`src/rtl/counter_pkg.sv`:
```
// Shared definitions for the counter family: direction encoding and a width helper
// used by elaboration-time parameter checks.
package counter_pkg;

  localparam logic DIR_UP   = 1'b0;
  localparam logic DIR_DOWN = 1'b1;

  // Number of bits needed to hold values 0..value-1.
  function automatic int clog2(input int value);
    int result;
    result = 0;
    for (int v = value - 1; v > 0; v = v >> 1) begin
      result++;
    end
    return result;
  endfunction

endpackage

```
`src/rtl/counter_modulo8_sync_updown_if.sv`:
```
// Control/status bundle of the synchronous up/down counter; clock and clear stay
// separate ports on the counter itself.
interface counter_modulo8_sync_updown_if #(
  parameter int WIDTH = 3
);

  logic             enable;
  logic             count_down;
  logic             load;
  logic [WIDTH-1:0] load_value;
  logic [WIDTH-1:0] signal_q;
  logic [WIDTH-1:0] signal_q_;
  logic             terminal_count;
  logic             load_error;

  modport master (
    output enable, count_down, load, load_value,
    input  signal_q, signal_q_, terminal_count, load_error
  );

  modport slave (
    input  enable, count_down, load, load_value,
    output signal_q, signal_q_, terminal_count, load_error
  );

endinterface

```
`src/rtl/flipflop_jk_posedge_sync.sv`:
```
// Rising-edge JK flip-flop with synchronous active-high clear and a complementary
// output.
module flipflop_jk_posedge_sync (
  input  logic clockpulse,
  input  logic clear,
  input  logic jack,
  input  logic kilby,
  output logic signal_q,
  output logic signal_q_
);

  logic q_reg;

  always_ff @(posedge clockpulse) begin
    if (clear) begin
      q_reg <= 1'b0;
    end else begin
      case ({jack, kilby})
        2'b01:   q_reg <= 1'b0;
        2'b10:   q_reg <= 1'b1;
        2'b11:   q_reg <= ~q_reg;
        default: q_reg <= q_reg;
      endcase
    end
  end

  assign signal_q  = q_reg;
  assign signal_q_ = ~q_reg;

endmodule

```
`src/rtl/counter_modulo8_sync_updown.sv`:
```
// Synchronous modulo-MODULUS up/down counter built from per-bit JK flip-flops, with
// parallel load, illegal-load flag and a cascadable terminal count.
module counter_modulo8_sync_updown
  import counter_pkg::*;
#(
  parameter int WIDTH   = 3,
  parameter int MODULUS = 8
) (
  input  logic                          clockpulse,
  input  logic                          clear,
  counter_modulo8_sync_updown_if.slave  bus
);

  generate
    if (MODULUS < 2 || MODULUS > (1 << WIDTH) || clog2(MODULUS) > WIDTH) begin : g_bad_param
      $fatal(1, "counter_modulo8_sync_updown: MODULUS must lie in 2..2**WIDTH");
    end
  endgenerate

  localparam logic [WIDTH-1:0] MAX_VAL = WIDTH'(MODULUS - 1);

  logic [WIDTH-1:0] q;
  logic [WIDTH-1:0] q_n;
  logic [WIDTH-1:0] q_next;
  logic [WIDTH-1:0] jack;
  logic [WIDTH-1:0] kilby;
  logic             load_ok;
  logic             load_error_reg;

  assign load_ok = (int'(bus.load_value) < MODULUS);

  // Wrap is decided by comparison so non-power-of-two moduli and stray states recover.
  always_comb begin
    q_next = q;
    if (bus.load) begin
      if (load_ok) begin
        q_next = bus.load_value;
      end
    end else if (bus.enable) begin
      if (bus.count_down == DIR_DOWN) begin
        q_next = (q == '0 || q > MAX_VAL) ? MAX_VAL : q - 1'b1;
      end else begin
        q_next = (q >= MAX_VAL) ? '0 : q + 1'b1;
      end
    end
  end

  assign jack  = q_next & ~q;
  assign kilby = ~q_next & q;

  generate
    for (genvar gi = 0; gi < WIDTH; gi++) begin : g_bit
      flipflop_jk_posedge_sync u_ff (
        .clockpulse (clockpulse),
        .clear      (clear),
        .jack       (jack[gi]),
        .kilby      (kilby[gi]),
        .signal_q   (q[gi]),
        .signal_q_  (q_n[gi])
      );
    end
  endgenerate

  always_ff @(posedge clockpulse) begin
    if (clear) begin
      load_error_reg <= 1'b0;
    end else begin
      load_error_reg <= bus.load & ~load_ok;
    end
  end

  assign bus.signal_q       = q;
  assign bus.signal_q_      = q_n;
  assign bus.load_error     = load_error_reg;
  assign bus.terminal_count = bus.enable & ~bus.load & ~clear &
                              ((bus.count_down == DIR_DOWN) ? (q == '0) : (q == MAX_VAL));

endmodule

```
`src/flat_wrapper.sv`:
```
// flat-port wrapper written by rule: the top's interface ports become plain ports
module counter_modulo8_sync_updown_flat import counter_pkg::*;
#(
  parameter int WIDTH   = 3,
  parameter int MODULUS = 8
)
  (clockpulse, clear, bus_enable, bus_count_down, bus_load, bus_load_value, bus_signal_q, bus_signal_q_, bus_terminal_count, bus_load_error);
  counter_modulo8_sync_updown_if #(.WIDTH(WIDTH)) bus_i ();
  input  logic clockpulse;
  input  logic clear;
  input wire logic [$bits(bus_i.enable)-1:0] bus_enable;
  input wire logic [$bits(bus_i.count_down)-1:0] bus_count_down;
  input wire logic [$bits(bus_i.load)-1:0] bus_load;
  input wire logic [$bits(bus_i.load_value)-1:0] bus_load_value;
  output wire logic [$bits(bus_i.signal_q)-1:0] bus_signal_q;
  output wire logic [$bits(bus_i.signal_q_)-1:0] bus_signal_q_;
  output wire logic [$bits(bus_i.terminal_count)-1:0] bus_terminal_count;
  output wire logic [$bits(bus_i.load_error)-1:0] bus_load_error;
  assign bus_i.enable = bus_enable;
  assign bus_i.count_down = bus_count_down;
  assign bus_i.load = bus_load;
  assign bus_i.load_value = bus_load_value;
  assign bus_signal_q = bus_i.signal_q;
  assign bus_signal_q_ = bus_i.signal_q_;
  assign bus_terminal_count = bus_i.terminal_count;
  assign bus_load_error = bus_i.load_error;
  counter_modulo8_sync_updown #(.WIDTH(WIDTH), .MODULUS(MODULUS)) u_core (.clockpulse(clockpulse), .clear(clear), .bus(bus_i));
endmodule
```
`config.mk`:
```
export PLATFORM = sky130hd
export DESIGN_NAME = counter_modulo8_sync_updown_flat
export DESIGN_NICKNAME = d
export VERILOG_FILES = /design/src/rtl/counter_pkg.sv /design/src/rtl/counter_modulo8_sync_updown_if.sv /design/src/rtl/flipflop_jk_posedge_sync.sv /design/src/rtl/counter_modulo8_sync_updown.sv /design/src/flat_wrapper.sv
export SDC_FILE = /design/constraint.sdc
export NUM_CORES = 1
export LEC_CHECK = 0
export ABC_AREA = 0
export BUFFER_PORTS_ARGS = -buffer_cell sky130_fd_sc_hd__buf_2
export CAP_MARGIN = 20
export CORE_MARGIN = 4
export CORE_UTILIZATION = 30
export DETAILED_ROUTE_END_ITERATION = 16
export SYNTH_ARGS = -nofsm -noshare
export SYNTH_HDL_FRONTEND = slang
export SYNTH_SLANG_ARGS = --single-unit
```
`constraint.sdc`:
```
create_clock -name clockpulse -period 5.5 [get_ports clockpulse]
set_input_delay 1.1 -clock clockpulse [delete_from_list [all_inputs] [get_ports clockpulse]]
set_output_delay 1.1 -clock clockpulse [all_outputs]
set_load 0.05 [all_outputs]
```
== Yosys cells after proc, flatten, opt, wreduce, memory -nomap -nowiden ==
Cells that the tools add are included.

* Bits of input ports: 8
* Word-level logic and storage cells: 43
* Register bits after elaboration: 3
* Output and inout port bits: 8

* $lt $le $gt $ge: 2
* Multiplexer cells: 9
* Reductions and logical operators: 5
* Bitwise operators: 12
* Equal/unequal tests: 10
* Add/sub/neg operators: 2

{| class="wikitable"
|+ Operators with widths
! operator !! count
|-
| $mux W3 || 5
|-
| $eq A2 B2 Y1 const B || 6
|-
| $pmux W1 S3 || 3
|-
| $reduce_bool A3 Y1 || 3
|-
| $and A3 B3 Y3 || 2
|-
| $eq A2 B1 Y1 const B || 3
|-
| $not A3 Y3 || 2
|-
| $not A1 Y1 || 5
|-
| $add A3 B1 Y3 const B || 1
|-
| $and A1 B1 Y1 || 3
|-
| $eq A3 B3 Y1 const B || 1
|-
| $ge A3 B3 Y1 const B || 1
|-
| $gt A3 B3 Y1 const B || 1
|-
| $logic_not A3 Y1 || 1
|-
| $sub A3 B1 Y3 const B || 1
|-
| $logic_or A1 B1 Y1 || 1
|-
| $mux W1 || 1
|}

== Depth between registers and ports, before layout ==
* Depth after elaboration: 10
* Depth in mapped cells: 8

== Modules after synthesis ==
From an unflattened synthesis, not the netlist that was laid out.

* Cell total of the unflattened synthesis: 49
* Area, all modules: 376.6 µm²

{| class="wikitable"
|+ By module, submodules not included
! module !! instances !! cells an instance !! seq. area each (µm²) !! area each (µm²)
|-
| counter_modulo8_sync_updown || 1 || 37 || 0.0 || 271.5
|-
| flipflop_jk_posedge_sync || 3 || 4 || 20.0 || 35.0
|}

== Worst setup path before layout ==
No wires, ideal clock.

* Path type: input to output
* Start: input bus_load
* End: output bus_terminal_count
* Data required time: 4.400 ns
* Arrival time: 2.435 ns
* Path slack: 1.965 ns
* Buffers on the path: 0
* Cell stages on the path: 2
* Cells stage by stage: nand2b_1 a211oi_1

* Cells in the longest elaborated chain, start to end: 4

{| class="wikitable"
|+ Ends and longest elaborated chain
! element !! RTL line !! RTL
|-
| start, declared || flat_wrapper.sv:13 || <nowiki>input wire logic [$bits(bus_i.load)-1:0] bus_load;</nowiki>
|-
| $not A1 Y1 || counter_modulo8_sync_updown.sv:75 || <nowiki>assign bus.terminal_count = bus.enable & ~bus.load & ~clear &</nowiki>
|-
| $and A1 B1 Y1 (3 in series) || counter_modulo8_sync_updown.sv:75 ||
|-
| end, declared || flat_wrapper.sv:17 || <nowiki>output wire logic [$bits(bus_i.terminal_count)-1:0] bus_terminal_count;</nowiki>
|}

No other way between the ends.

== Final worst setup path ==
Ends and elaborated chain as after synthesis.

==> results.md <==
- Status: complete, no violations
- CTS tree: built
- Final WL: 839 um
- # diodes: 0
- Share of layout cells above drive strength 1: 33.87%
- Initial DRC count: 1
- Total clock buffers created by CTS: 3
- Fin. Hold Viols: 0
- Crit Path Class: in2out
- Clock Pin Slew Worst Setup and Hold Paths: 40 ps
- Fillers: 141
- Crit path DAT: 1920 ps
- Tmin final: 3018 ps
- Layout Cells excl Fill: 77
- Die area: 2074 um^2
- TritonRoute pass-1 iters: 2
- Largest net degree at the start of global routing: 11
- Post-cts resize count: 0
- Cts hold-fix bufs: 0
- Setup tns final: 0 ps
- Worst Path Required: 4400 ps
- CTS Sinks: 3
- Antenna violations before repair: 0
- HPWL Detailed: 684.1 um
- Row count: 13
- Crit Reg-Reg Startpoint: u_core.g_bit[1].u_ff.signal_q
- Design Power: 155.8 uW
- Max reg flops: 3
- Worst setup SP type: input port
- Synthesis-stage register bit count: 3
- Die X: 45.55 um
- Die span in y: 45.55 um
- R2R Setup Slk: 3550 ps
- H-tree Lvls: 1
- Crit share post-route: 54.88%
- Placed Cells incl. Taps: 73
- Post-CTS setup buffers: 0
- Fin nets: 78
- P&R area growth vs syn: 14.79%
- Max-Cap Viols: 0
- Post-route ant nets: 0
- Max clock buf depth: 2
- Port Buffers: 14
- Area after DPL: 459.2 um^2
- FF-to-FF End: u_core.g_bit[2].u_ff.signal_q
- Netlist cell types: 24
- Hold crit path type: reg2reg
- Io pins: 16
- CTS Root Cell: clkbuf_4
- Clock skew: 1.116 ps
- Max FO, Critical Path: 7
- Ys Warns: 0
- Vias: 375
- Post-synth net total: 66
- Hold Path Depth: 2
- Post-Syn Area: 422.9 um^2
- Post-synthesis sequential area ratio: 14.20%
- Pleak: 0.0002340 uW
- Core footprint: 1318 um^2
- Vias/cell: 4.870
- Max Freq: 331.3 MHz
- GRT Total Usage: 10.12%
- Avg WL per Cell: 10.90 um
- Final setup vio count: 0
- Worst reg2reg path depth: 8
- Hold Crit Start: u_core.g_bit[0].u_ff.signal_q
- GPL Wtd Cong: 0.8295
- Maximum VDD drop: 0.1527 mV
- Syn Area/Cell: 8.292 um^2
- First-pass GRT wire length: 1504 um
- Total grt overflow: 0
- Number of global-route vias before repair: 360
- Setup crit end kind: primary output
- WHS: 602.6 ps
- End of the worst hold path: u_core.g_bit[0].u_ff.signal_q
- Clock latency on the worst-skew pair: 230 ps
- Pwr dens: 320.9 nW/um^2
- Mapped Cells: 51
- # DRC: 0
- RSZ-0062 raised after global routing: no
- Starting density of the core: 32.10%
- Cell area after layout: 485.5 um^2
- Final Max Tran Viols: 0
-- metal layers --
layer / GRT usage, % / part of all wire, % / up-vias
li1: - / - / 193
met2: 15.04 / 47 / 9
met4: 8.772 / 3.5 / 0
met5: 0 / 0 / -
met1: 12.41 / 46 / 170
met3: 1.581 / 3.2 / 3
-- logic make-up after synthesis --
| logic type | after synthesis | share of synthesized area (%) |
|---|---|---|
| other | 1 | 0.8867 |
| XOR/XNOR | 1 | 2.071 |
| multiplexers | 4 | 9.468 |
| flip-flops | 3 | 14.20 |
| AO/OA/AOI/OAI | 11 | 18.34 |
| buffers and inverters | 11 | 15.98 |
| adder cells (fa/ha/maj) | 7 | 20.71 |
| AND/OR/NAND/NOR | 13 | 18.34 |
-- worst max path at each step --
| stage | from | end | slack, ps | cells after the start |
|---|---|---|---|---|
| CTS | bus_load | bus_terminal_count | 2490 | 4 |
| finish | bus_load | bus_terminal_count | 2480 | 4 |
| floorplan | bus_load | bus_terminal_count | 1960 | 2 |
| global route | bus_load | bus_terminal_count | 2430 | 4 |
| detailed placement | bus_load | bus_terminal_count | 2500 | 4 |
| global placement | bus_load | bus_terminal_count | 2470 | 4 |
-- worst max-delay path, stage by stage --
cell and delay [ps]:
buf_2 140, nand2b_1 190, a211oi_1 190, buf_2 300
-- cell type report --
class	count	area, um^2	area share, %
clock buffers	4	26.28	5.412
inverters	4	15.01	3.093
multi-input cells	37	295.3	60.82
flip-flops and latches	3	60.06	12.37
well taps	15	18.77	3.866
repair buffers	14	70.07	14.43
-- where the power goes --
| group | total, uW | internal (uW) | switching (uW) |
|---|---|---|---|
| registers | 32.9 | 25.7 | 7.28 |
| clock network | 39.0 | 27.2 | 11.8 |
| logic | 83.8 | 29.1 | 54.7 |
| total | 156 | 82.0 | 73.8 |
-- layout by cell type (no fill, tap or decap) --
master	netlist	routed
nand3_1	1	1
mux2i_1	4	4
o21ai_0	2	2
nand2_1	2	2
ha_1	7	7
and2b_2	1	1
inv_1	3	3
a21oi_1	3	3
nand4b_1	1	1
o21bai_1	1	1
and3b_2	1	1
dfxtp_1	3	3
nor2_1	3	3
o31ai_1	1	1
inv_2	1	1
clkbuf_4	0	3
o31ai_2	1	1
nand2b_1	3	3
clkbuf_1	0	1
a211oi_1	1	1
conb_1	1	1
nor3b_1	1	1
xor2_1	1	1
a31oi_1	1	1
o2111a_1	1	1
buf_2	0	14
-- Yosys cell counts --
cell type | n | area share (%)
buf_4 | 7 | 12
ha_1 | 7 | 21
mux2i_1 | 4 | 9.5
a21oi_1 | 3 | 3.5
dfxtp_1 | 3 | 14
inv_1 | 3 | 2.7
nand2b_1 | 3 | 4.4
nor2_1 | 3 | 2.7
nand2_1 | 2 | 1.8
o21ai_0 | 2 | 2.4
a211oi_1 | 1 | 1.8
a31oi_1 | 1 | 1.5
and2b_2 | 1 | 2.1
and3b_2 | 1 | 2.4
conb_1 | 1 | 0.89
inv_2 | 1 | 0.89
nand3_1 | 1 | 1.2
nand4b_1 | 1 | 2.1
nor3b_1 | 1 | 1.8
o2111a_1 | 1 | 2.7
o21bai_1 | 1 | 1.8
o31ai_1 | 1 | 1.8
o31ai_2 | 1 | 3.0
xor2_1 | 1 | 2.1
-- metrics by stage --
step / setup slack (ps) / util [%]
after floorplan: 1965 / -
after detailed placement: 2503 / 34.85
after global routing: 2433 / 36.85
after global placement: 2472 / 34.85
final: 2482 / 36.85
after CTS: 2492 / 36.85
(Power assumes the default switching activity.)
